**src/rtl/div_unit_pkg.sv**
```systemverilog
// Shared definitions for the radix-2 restoring divider (div_unit).
// State encodings, result-ready levels, start levels and stall request levels.
package div_unit_pkg;

  typedef enum logic [1:0] {
    DivFree   = 2'b00,
    DivByZero = 2'b01,
    DivOn     = 2'b10,
    DivEnd    = 2'b11
  } divState_t;

  localparam logic DivResultReady    = 1'b1;
  localparam logic DivResultNotReady = 1'b0;
  localparam logic DivStart          = 1'b1;
  localparam logic DivStop           = 1'b0;
  localparam logic Stop              = 1'b1;
  localparam logic NoStop            = 1'b0;

endpackage

```
**src/rtl/div_step.sv**
```systemverilog
// One combinational iteration of the restoring divider.
// It shifts the next dividend bit into the partial remainder, then trial-subtracts the divisor.
// The quotient bit is 1 when the subtraction does not borrow.
module div_step #(
  parameter int WIDTH = 32
) (
  input  logic [WIDTH-1:0] i_rem,
  input  logic [WIDTH-1:0] i_quot,
  input  logic [WIDTH-1:0] i_divisor,
  output logic [WIDTH-1:0] o_rem,
  output logic [WIDTH-1:0] o_quot
);

  logic [WIDTH:0]   w_shift;
  logic [WIDTH-1:0] w_trial;
  logic             w_qBit;

  // The compare runs on WIDTH+1 bits because the shifted remainder can exceed WIDTH bits.
  // When the compare succeeds, the difference is below the divisor, so WIDTH bits hold it exactly.
  always_comb begin
    w_shift = {i_rem, i_quot[WIDTH-1]};
    w_qBit  = (w_shift >= {1'b0, i_divisor});
    w_trial = w_shift[WIDTH-1:0] - i_divisor;
    o_rem   = w_qBit ? w_trial : w_shift[WIDTH-1:0];
    o_quot  = {i_quot[WIDTH-2:0], w_qBit};
  end

endmodule

```
**src/rtl/div_unit.sv**
```systemverilog
// Multi-cycle radix-2 restoring divider for DIV/DIVU in the EX stage.
// It requests an EX stall while a divide runs and abandons the divide on annul.
// It returns {remainder, quotient} for the HI/LO write-back.
// The optional macro DIV_EARLY_OUT_EN finishes in one cycle when |dividend| < |divisor|.
module div_unit
  import div_unit_pkg::*;
#(
  parameter int WIDTH = 32,
  parameter int ITER  = 32
) (
  input  logic               clk,
  input  logic               rst,
  input  logic               start_i,
  input  logic               signed_div_i,
  input  logic [WIDTH-1:0]   opdata1_i,
  input  logic [WIDTH-1:0]   opdata2_i,
  input  logic               annul_i,
  output logic [2*WIDTH-1:0] result_o,
  output logic               ready_o,
  output logic               stallreq_o
);

  localparam int CntW = $clog2(ITER + 1);

  divState_t         r_state;
  logic [WIDTH-1:0]  r_rem;
  logic [WIDTH-1:0]  r_quot;
  logic [WIDTH-1:0]  r_divisor;
  logic [CntW-1:0]   r_cnt;
  logic              r_negQuot;
  logic              r_negRem;
  logic [2*WIDTH-1:0] r_result;
  logic              r_ready;

  logic [WIDTH-1:0]  w_absA;
  logic [WIDTH-1:0]  w_absB;
  logic [WIDTH-1:0]  w_stepRem;
  logic [WIDTH-1:0]  w_stepQuot;
  logic [WIDTH-1:0]  w_finalRem;
  logic [WIDTH-1:0]  w_finalQuot;

  // Operand magnitudes are taken only for signed divides; 0x80000000 maps onto itself, which is still correct unsigned.
  always_comb begin
    w_absA = (signed_div_i && opdata1_i[WIDTH-1]) ? (~opdata1_i + 1'b1) : opdata1_i;
    w_absB = (signed_div_i && opdata2_i[WIDTH-1]) ? (~opdata2_i + 1'b1) : opdata2_i;
  end

  div_step #(.WIDTH(WIDTH)) u_step (
    .i_rem     (r_rem),
    .i_quot    (r_quot),
    .i_divisor (r_divisor),
    .o_rem     (w_stepRem),
    .o_quot    (w_stepQuot)
  );

  // Sign correction of the last iteration's output: the quotient is negated when the signs differ.
  // The remainder follows the dividend's sign.
  always_comb begin
    w_finalQuot = r_negQuot ? (~w_stepQuot + 1'b1) : w_stepQuot;
    w_finalRem  = r_negRem  ? (~w_stepRem  + 1'b1) : w_stepRem;
  end

  // Stall EX while a request is pending and the result has not yet been presented; this is forced low during reset.
  assign stallreq_o = (rst && start_i && !annul_i && (r_state != DivEnd)) ? Stop : NoStop;

  assign result_o = r_result;
  assign ready_o  = r_ready;

  // Divider control FSM: accept in DivFree, iterate in DivOn, hold the result in DivEnd until start drops.
  always_ff @(posedge clk or negedge rst) begin
    if (!rst) begin
      r_state   <= DivFree;
      r_rem     <= '0;
      r_quot    <= '0;
      r_divisor <= '0;
      r_cnt     <= '0;
      r_negQuot <= 1'b0;
      r_negRem  <= 1'b0;
      r_result  <= '0;
      r_ready   <= DivResultNotReady;
    end else if (annul_i) begin
      r_state  <= DivFree;
      r_result <= '0;
      r_ready  <= DivResultNotReady;
    end else begin
      case (r_state)
        DivFree: begin
          if (start_i == DivStart) begin
            if (opdata2_i == '0) begin
              r_state <= DivByZero;
`ifdef DIV_EARLY_OUT_EN
            end else if (w_absA < w_absB) begin
              r_state  <= DivEnd;
              r_result <= {opdata1_i, {WIDTH{1'b0}}};
              r_ready  <= DivResultReady;
`endif
            end else begin
              r_state   <= DivOn;
              r_rem     <= '0;
              r_quot    <= w_absA;
              r_divisor <= w_absB;
              r_cnt     <= '0;
              r_negQuot <= signed_div_i & (opdata1_i[WIDTH-1] ^ opdata2_i[WIDTH-1]);
              r_negRem  <= signed_div_i & opdata1_i[WIDTH-1];
            end
          end
        end
        DivByZero: begin
          r_state  <= DivEnd;
          r_result <= '0;
          r_ready  <= DivResultReady;
        end
        DivOn: begin
          r_rem  <= w_stepRem;
          r_quot <= w_stepQuot;
          r_cnt  <= r_cnt + 1'b1;
          if (r_cnt == CntW'(ITER - 1)) begin
            r_state  <= DivEnd;
            r_result <= {w_finalRem, w_finalQuot};
            r_ready  <= DivResultReady;
          end
        end
        DivEnd: begin
          if (start_i == DivStop) begin
            r_state  <= DivFree;
            r_result <= '0;
            r_ready  <= DivResultNotReady;
          end
        end
        default: r_state <= DivFree;
      endcase
    end
  end

endmodule

```
**config.mk**
```make
export PLATFORM = sky130hd
export DESIGN_NAME = div_unit
export DESIGN_NICKNAME = d
export VERILOG_FILES = /design/src/rtl/div_unit_pkg.sv /design/src/rtl/div_step.sv /design/src/rtl/div_unit.sv
export SDC_FILE = /design/constraint.sdc
export NUM_CORES = 1
export LEC_CHECK = 0
export ABC_CLOCK_PERIOD_IN_PS = 8700
export BUFFER_PORTS_ARGS = -buffer_cell sky130_fd_sc_hd__buf_2
export CAP_MARGIN = 30
export CORE_MARGIN = 2
export CORE_UTILIZATION = 45
export DETAILED_ROUTE_END_ITERATION = 6
export PLACE_DENSITY = 0.65
export SETUP_SLACK_MARGIN = 0.1
export SYNTH_ARGS = -nofsm -noshare
export SYNTH_HDL_FRONTEND = slang
export SYNTH_SLANG_ARGS = --single-unit
```
**constraint.sdc**
```tcl
create_clock -name clk -period 8.7 [get_ports clk]
set_clock_uncertainty 0.05 [all_clocks]
set_input_delay 1.74 -clock clk [delete_from_list [all_inputs] [get_ports clk]]
set_output_delay 1.74 -clock clk [all_outputs]
set_load 0.05 [all_outputs]
```
==> results.ini, run 1 <==
[run_status]
run_status = completed

[timing]
tightestPinTransition_ns = 1.01
fmax_mhz = 186
drv_slew = 0
setup_viol = 0
hold-worst-slack_ns = 0.426
slew-limit-headroom_pct = 32.5
hold_viol = 0
period_needed_ns = 5.38
finalSetupTns_ns = 0
rsz0062_at_grt = false
fin_crit_sh_pct = 61.8

[layout]
drive_above_1_share_pct = 13.0
layout_common_cells = 292 x nand2_1, 171 x dfrtp_1, 168 x o21ai_0
final_common_cell = nand2_1
syn_to_final_growth_pct = 13.0
fillers = 2630
instances_no_fill = 1995
fin_area_um2 = 13800
final_nets = 1751
final_core_util_pct = 51.6

[yosys]
yosys_register_bits = 171
syn-cell-area_um2 = 12200
syn-num-nets = 1674
synth_top_cell_area_share_pct = 35.0
seq_area_frac_synth_pct = 35.0
ys_warn_count = 0
ys_types = 83
synth_area_leaders = dfrtp_1 35%, nand2_1 9.0%, o21ai_0 6.9%
synthArstFlopShare_pct = 100
ys.flop_type = dfrtp_1
syn_inst = 1563
synth_edf_count = 0
yosysTopAreaCell = dfrtp_1
syn_avg_cell_area_um2 = 7.83

[floorplan]
die_w_um = 169
die_y_um = 169
top_level_ports = 135
initial_utilization_pct = 45.6
num_rows = 60
dieArea_um2 = 28500
core_um2 = 26800

[drt]
vias_per_cell = 5.87
vias = 11700
routed_wl_um = 36700
drtIter0Drc = 1128
wl_per_cell_um = 18.4
final_antenna_net_count = 0
drc = 0
first_pass_iters = 5

[worst_setup_path]
r2r_start = r_rem[26]$_DFFE_PN0P_
cp.required_ns = 8.98
crit_arrival_ns = 5.66
end_kind = flip-flop
ff2ff_path_depth = 16
critical_path_class = in -> reg
path_max_fanout = 60
reg2reg_slack_ns = 3.40
regToRegEndpoint = result_o[58]$_DFFE_PN0P_
crit_path_start_kind = primary input

[clock_tree]
clock-sinks = 171
clk_path_buf_depth = 2
cts_resized = 0
cts_hold_buf = 0
postCtsSetupBuffers = 0
htree_levels = 4
numCtsBuffers = 17
cts-root-buf = clkbuf_16
insertion_delay_ns = 0.45
cts_tree = yes
cts.clk_slew.worst_paths_ns = 0.08

[grt]
grt_first_pass_wirelength_um = 59100
grt_pass1_vias = 10900
antenna_found_initial = 1
grt.total_usage_pct = 25.9
grt_max_degree = 102
grt.overflow.total = 0

[pwr]
p_leak_uw = 0.00627
pwr_density_cell_nw_per_um2 = 328
ir_drop_mv = 0.151

[min_path]
hold_path_end = result_o[43]$_DFFE_PN0P_
hp-start = result_o[43]$_DFFE_PN0P_
holdPathStages = 2
min_path_type = reg -> reg

[placement]
port_buffers = 134
placedCellCount = 1961
place_congestion = 0.998
placed_cell_area_um2 = 13200
hpwl_um = 27100

[job]
maxCapViolCount = 0

[power by group]
| part | internal (µW) | switching, µW |
|---|---|---|
| clock network | 406 | 420 |
| registers | 1030 | 211 |
| logic | 757 | 1700 |
| total | 2200 | 2330 |
[cell families (layout without fill, tap and decap cells)]
logic type / Yosys count / in the layout / share of synthesized area [%]
muxes: 12 / 12 / 1.01
and+or+nand+nor: 599 / 599 / 22.2
AOI/OAI and AO/OA: 458 / 458 / 23.2
other: 0 / 1 / 0
DFF: 171 / 171 / 35.0
xor gates and xnor gates: 134 / 134 / 9.59
buffers and inverters: 147 / 237 / 4.63
adders and majority gates: 42 / 42 / 4.36
[worst max-delay path, stage by stage]
cell and delay (ns):
buf_2 0.11, nor4_1 0.43, and3_1 0.34, and3_1 0.25
and2_1 0.21, nand2_1 0.08, or3_1 0.39, nand2_1 0.15
a211o_2 0.83, buf_4 0.61, nor2_1 0.21, a22o_1 0.26
[cell usage after synthesis, types with 7 or more instances]
cell / number
a31oi_1: 11
buf_1: 11
a22o_1: 9
o31ai_1: 30
o21ai_1: 33
or3_1: 23
clkbuf_1: 65
o21ai_0: 168
a21o_1: 13
nand2_1: 292
nor4_1: 24
xor2_1: 82
a211oi_1: 7
nand2b_1: 10
inv_1: 58
and2_1: 11
buf_2: 12
ha_1: 41
nand3_1: 33
nor2_1: 111
o41ai_1: 8
nor3_1: 37
nand4_1: 13
mux2i_1: 9
or4_1: 12
dfrtp_1: 171
xnor2_1: 52
a21oi_1: 115
[worst max-delay path by stage]
stage,from,depth (start not counted),to,slack (ns)
after floorplan,annul_i,2,stallreq_o,3.30
after global placement,opdata2_i[0],14,r_rem[22]$_DFFE_PN0P_,3.01
after detailed placement,opdata2_i[6],12,r_rem[22]$_DFFE_PN0P_,2.94
after CTS,opdata2_i[6],12,r_rem[22]$_DFFE_PN0P_,3.40
after global routing,r_rem[19]$_DFFE_PN0P_,16,result_o[60]$_DFFE_PN0P_,2.87
final,opdata2_i[6],12,r_rem[22]$_DFFE_PN0P_,3.32
[metrics by stage]
stage	worst slack, ns	power (µW)
after floorplan	3.30	3000
after global placement	3.01	3620
after detailed placement	2.94	3680
after CTS	3.40	4520
after global routing	2.87	4850
final	3.32	4530
[metal layers]
layer | global-route usage [%] | up-vias | part of all wire [%] | routed length [µm]
met5 | 0 | - | 0 | 0
met4 | 7.16 | 0 | 1.9 | 704
met3 | 2.88 | 53 | 6.9 | 2550
met2 | 38.5 | 472 | 42 | 15300
met1 | 39.8 | 5542 | 49 | 18100
li1 | - | 5652 | - | -
[final cells by class]
type	instances	area [µm²]	share of cell area [%]
clock inverter	15	218	1.57
multi-input combinational	1245	7410	53.6
clock buffer	17	425	3.08
tap	341	427	3.09
antenna	1	2.50	0.0181
sequential	171	4280	31.0
timing repair buffer	146	840	6.07
inverter	59	221	1.60
[state kept, by name, summed over array words and instances (netlist names)]
| register | flops |
|---|---|
| r_cnt | 6 |
| r_divisor | 32 |
| r_negQuot | 1 |
| r_negRem | 1 |
| r_quot | 32 |
| r_rem | 32 |
| r_state | 2 |
| ready_o | 1 |
| result_o | 64 |
(Power assumes the default switching activity.)
==> inputs of run 2 (changes only) <==
--- a/config.mk
+++ b/config.mk
@@ -5,13 +5,13 @@
 export SDC_FILE = /design/constraint.sdc
 export NUM_CORES = 1
 export LEC_CHECK = 0
-export ABC_CLOCK_PERIOD_IN_PS = 8700
+export ABC_CLOCK_PERIOD_IN_PS = 4880
 export BUFFER_PORTS_ARGS = -buffer_cell sky130_fd_sc_hd__buf_2
 export CAP_MARGIN = 30
 export CORE_MARGIN = 2
 export CORE_UTILIZATION = 45
 export DETAILED_ROUTE_END_ITERATION = 6
-export PLACE_DENSITY = 0.65
+export PLACE_DENSITY = 0.67
 export SETUP_SLACK_MARGIN = 0.1
 export SYNTH_ARGS = -nofsm -noshare
 export SYNTH_HDL_FRONTEND = slang
==> constraint.sdc (replaced) <==
create_clock -name clk -period 4.88 [get_ports clk]
set_clock_uncertainty 0.05 [all_clocks]
set_input_delay 0.976 -clock clk [delete_from_list [all_inputs] [get_ports clk]]
set_output_delay 0.976 -clock clk [all_outputs]
set_load 0.05 [all_outputs]
==> run 2 against run 1 <==
Against the previous run:
- combinational power grew 80%
- highest routed layer unchanged
- setup slack lost 2.9 ns
- largest power group unchanged
- sequential share of layout area shrank 0.36 points
- first-iteration DRC count shrank 6.5%
- sequential cell count is the same
==> results.ini, run 2 (same netlist as run 1, synthesis figures left out) <==
[floorplan]
die_y_um = 169  ; unchanged
top_level_ports = 135  ; unchanged
dieArea_um2 = 28500  ; unchanged
num_rows = 60  ; unchanged
die_w_um = 169  ; unchanged
initial_utilization_pct = 45.6  ; unchanged
core_um2 = 26800  ; unchanged

[grt]
grt.overflow.total = 0  ; unchanged
grt_pass1_vias = 10700  ; -2.1%
antenna_found_initial = 2  ; +1
grt.total_usage_pct = 25.9  ; about the same
grt_max_degree = 85  ; -17%
grt_first_pass_wirelength_um = 58700  ; -0.63%

[min_path]
min_path_type = in -> async

[clock_tree]
cts_hold_buf = 0  ; unchanged
insertion_delay_ns = 0.45  ; about the same
cts_tree = yes
cts-root-buf = clkbuf_16
htree_levels = 4  ; unchanged
cts.clk_slew.worst_paths_ns = 0.09  ; about the same
clock-sinks = 171  ; unchanged
numCtsBuffers = 17  ; unchanged
clk_path_buf_depth = 2  ; unchanged

[timing]
drv_slew = 0  ; unchanged
slew-limit-headroom_pct = 31.8  ; -0.69 points
period_needed_ns = 4.48
rsz0062_at_grt = false
finalSetupTns_ns = 0  ; unchanged
setup_viol = 0  ; unchanged
hold_viol = 0  ; unchanged
fin_crit_sh_pct = 91.9
tightestPinTransition_ns = 1.02  ; +0.0103 ns
fmax_mhz = 223

[pwr]
p_leak_uw = 0.00635  ; +1.3%
ir_drop_mv = 0.351  ; +130%
power_uw = 8120  ; +79%
pwr_density_cell_nw_per_um2 = 580  ; +77%

[drt]
vias_per_cell = 5.79  ; -1.4%
drtIter0Drc = 1055  ; -6.5%
wl_per_cell_um = 18.3  ; -0.35%
drc = 0  ; unchanged
vias = 11700  ; -0.44%
final_antenna_net_count = 0  ; unchanged
first_pass_iters = 5  ; unchanged
routed_wl_um = 36900  ; +0.60%

[run_status]
run_status = completed

[worst_setup_path]
end_kind = flip-flop
crit_path_start_kind = flip-flop
crit_arrival_ns = 4.74  ; -0.92 ns
cp.required_ns = 5.14  ; -3.84 ns
path_max_fanout = 7  ; -88%
critical_path_class = reg -> reg

[layout]
drive_above_1_share_pct = 14.8  ; +1.8 points
largest_reg_flops = 64  ; unchanged
syn_to_final_growth_pct = 14.3
layout_common_cells = 292 x nand2_1, 171 x dfrtp_1, 168 x o21ai_0
final_common_cell = nand2_1
final_nets = 1770  ; +1.1%

[job]
maxCapViolCount = 0  ; unchanged

[placement]
place_congestion = 0.948  ; -5.0%
port_buffers = 134  ; unchanged
hpwl_um = 27500  ; +1.7%

run 2: cell count changes in the layout (fill, tap and decap cells not counted), moves of 2 or more:
cell,before,now
inv_6,2,0
clkinv_4,0,2
buf_16,3,0
buf_4,8,28
a21oi_1,115,113
a21oi_2,2,4
ha_2,1,7
ha_1,40,34
nor4_1,24,22
run 2: layout make-up:
class | instances | area, µm²
diodes | 1 | 2.50
clock buffers | 17 | 425
clock inverters | 15 | 210
fillers | 2601 | 12800
inverters | 59 | 221
multi-input cells | 1245 | 7480
flip-flops and latches | 171 | 4280
well taps | 341 | 427
repair buffers | 165 | 942
run 2: path summary, 6_finish.rpt:
path / startpoint / endpoint / slack, ns / depth (start not counted)
min in group clk: result_o[6]$_DFFE_PN0P_ / result_o[6]$_DFFE_PN0P_ / 0.43 / 2
max in group asynchronous: rst / r_rem[15]$_DFFE_PN0P_ / 3.08 / 2
worst max-delay path: r_rem[5]$_DFFE_PN0P_ / result_o[60]$_DFFE_PN0P_ / 0.40 / 17
worst min-delay path: rst / result_o[29]$_DFFE_PN0P_ / 0.43 / 1
worst max register to register: r_rem[5]$_DFFE_PN0P_ / result_o[60]$_DFFE_PN0P_ / 0.40 / 17
worst min register to register: result_o[6]$_DFFE_PN0P_ / result_o[6]$_DFFE_PN0P_ / 0.43 / 2
run 2: repair_timing:
item | CTS | global route
setup buffers | 0 | 2
setup endpoints to repair | 0 | 8
resized for setup | 0 | 16
endpoints found under the hold margin | 0 | 0
run 2: power by group:
| group | total, µW | internal, µW | switching, µW |
|---|---|---|---|
| clock network | 1450 | 713 | 741 |
| logic | 4430 | 1410 | 3020 |
| registers | 2240 | 1840 | 392 |
| total | 8120 | 3960 | 4150 |
run 2: worst max-delay path, stage by stage, from the launching register on:
cell and delay (ns):
dfrtp_1 0.44, ha_1 0.42, a21o_1 0.23, a32oi_1 0.28
nor2_1 0.16, o2111ai_2 0.27, nand3_2 0.16, inv_2 0.09
mux2i_1 0.24, ha_2 0.25, nand2_1 0.06, or4_4 0.47
nor3_4 0.18, a31oi_2 0.21, o41ai_4 0.47, o21ai_1 0.14
xnor2_1 0.16, o21ai_1 0.07
run 2: layer usage:
| metal | vias to the layer above | global-route usage, % | routed length [µm] |
|---|---|---|---|
| li1 | 5692 | - | - |
| met3 | 40 | 3.34 | 2420 |
| met1 | 5537 | 40.2 | 18300 |
| met5 | - | 0 | 0 |
| met4 | 0 | 7.16 | 564 |
| met2 | 399 | 37.6 | 15600 |
run 2: metrics by stage:
step / utilization, % / instance area [µm²] / worst slack (ns) / instances / hold slack (ns)
floorplan: - / 12200 / 0.135 / 1563 / 0.408
global placement: 49.4 / 13300 / 0.403 / 1978 / 0.410
detailed placement: 49.5 / 13300 / 0.242 / 1979 / 0.416
CTS: 51.9 / 13900 / 0.233 / 2011 / 0.433
global route: 52.2 / 14000 / 0.124 / 2014 / 0.450
finish: 52.2 / 14000 / 0.397 / 2014 / 0.427
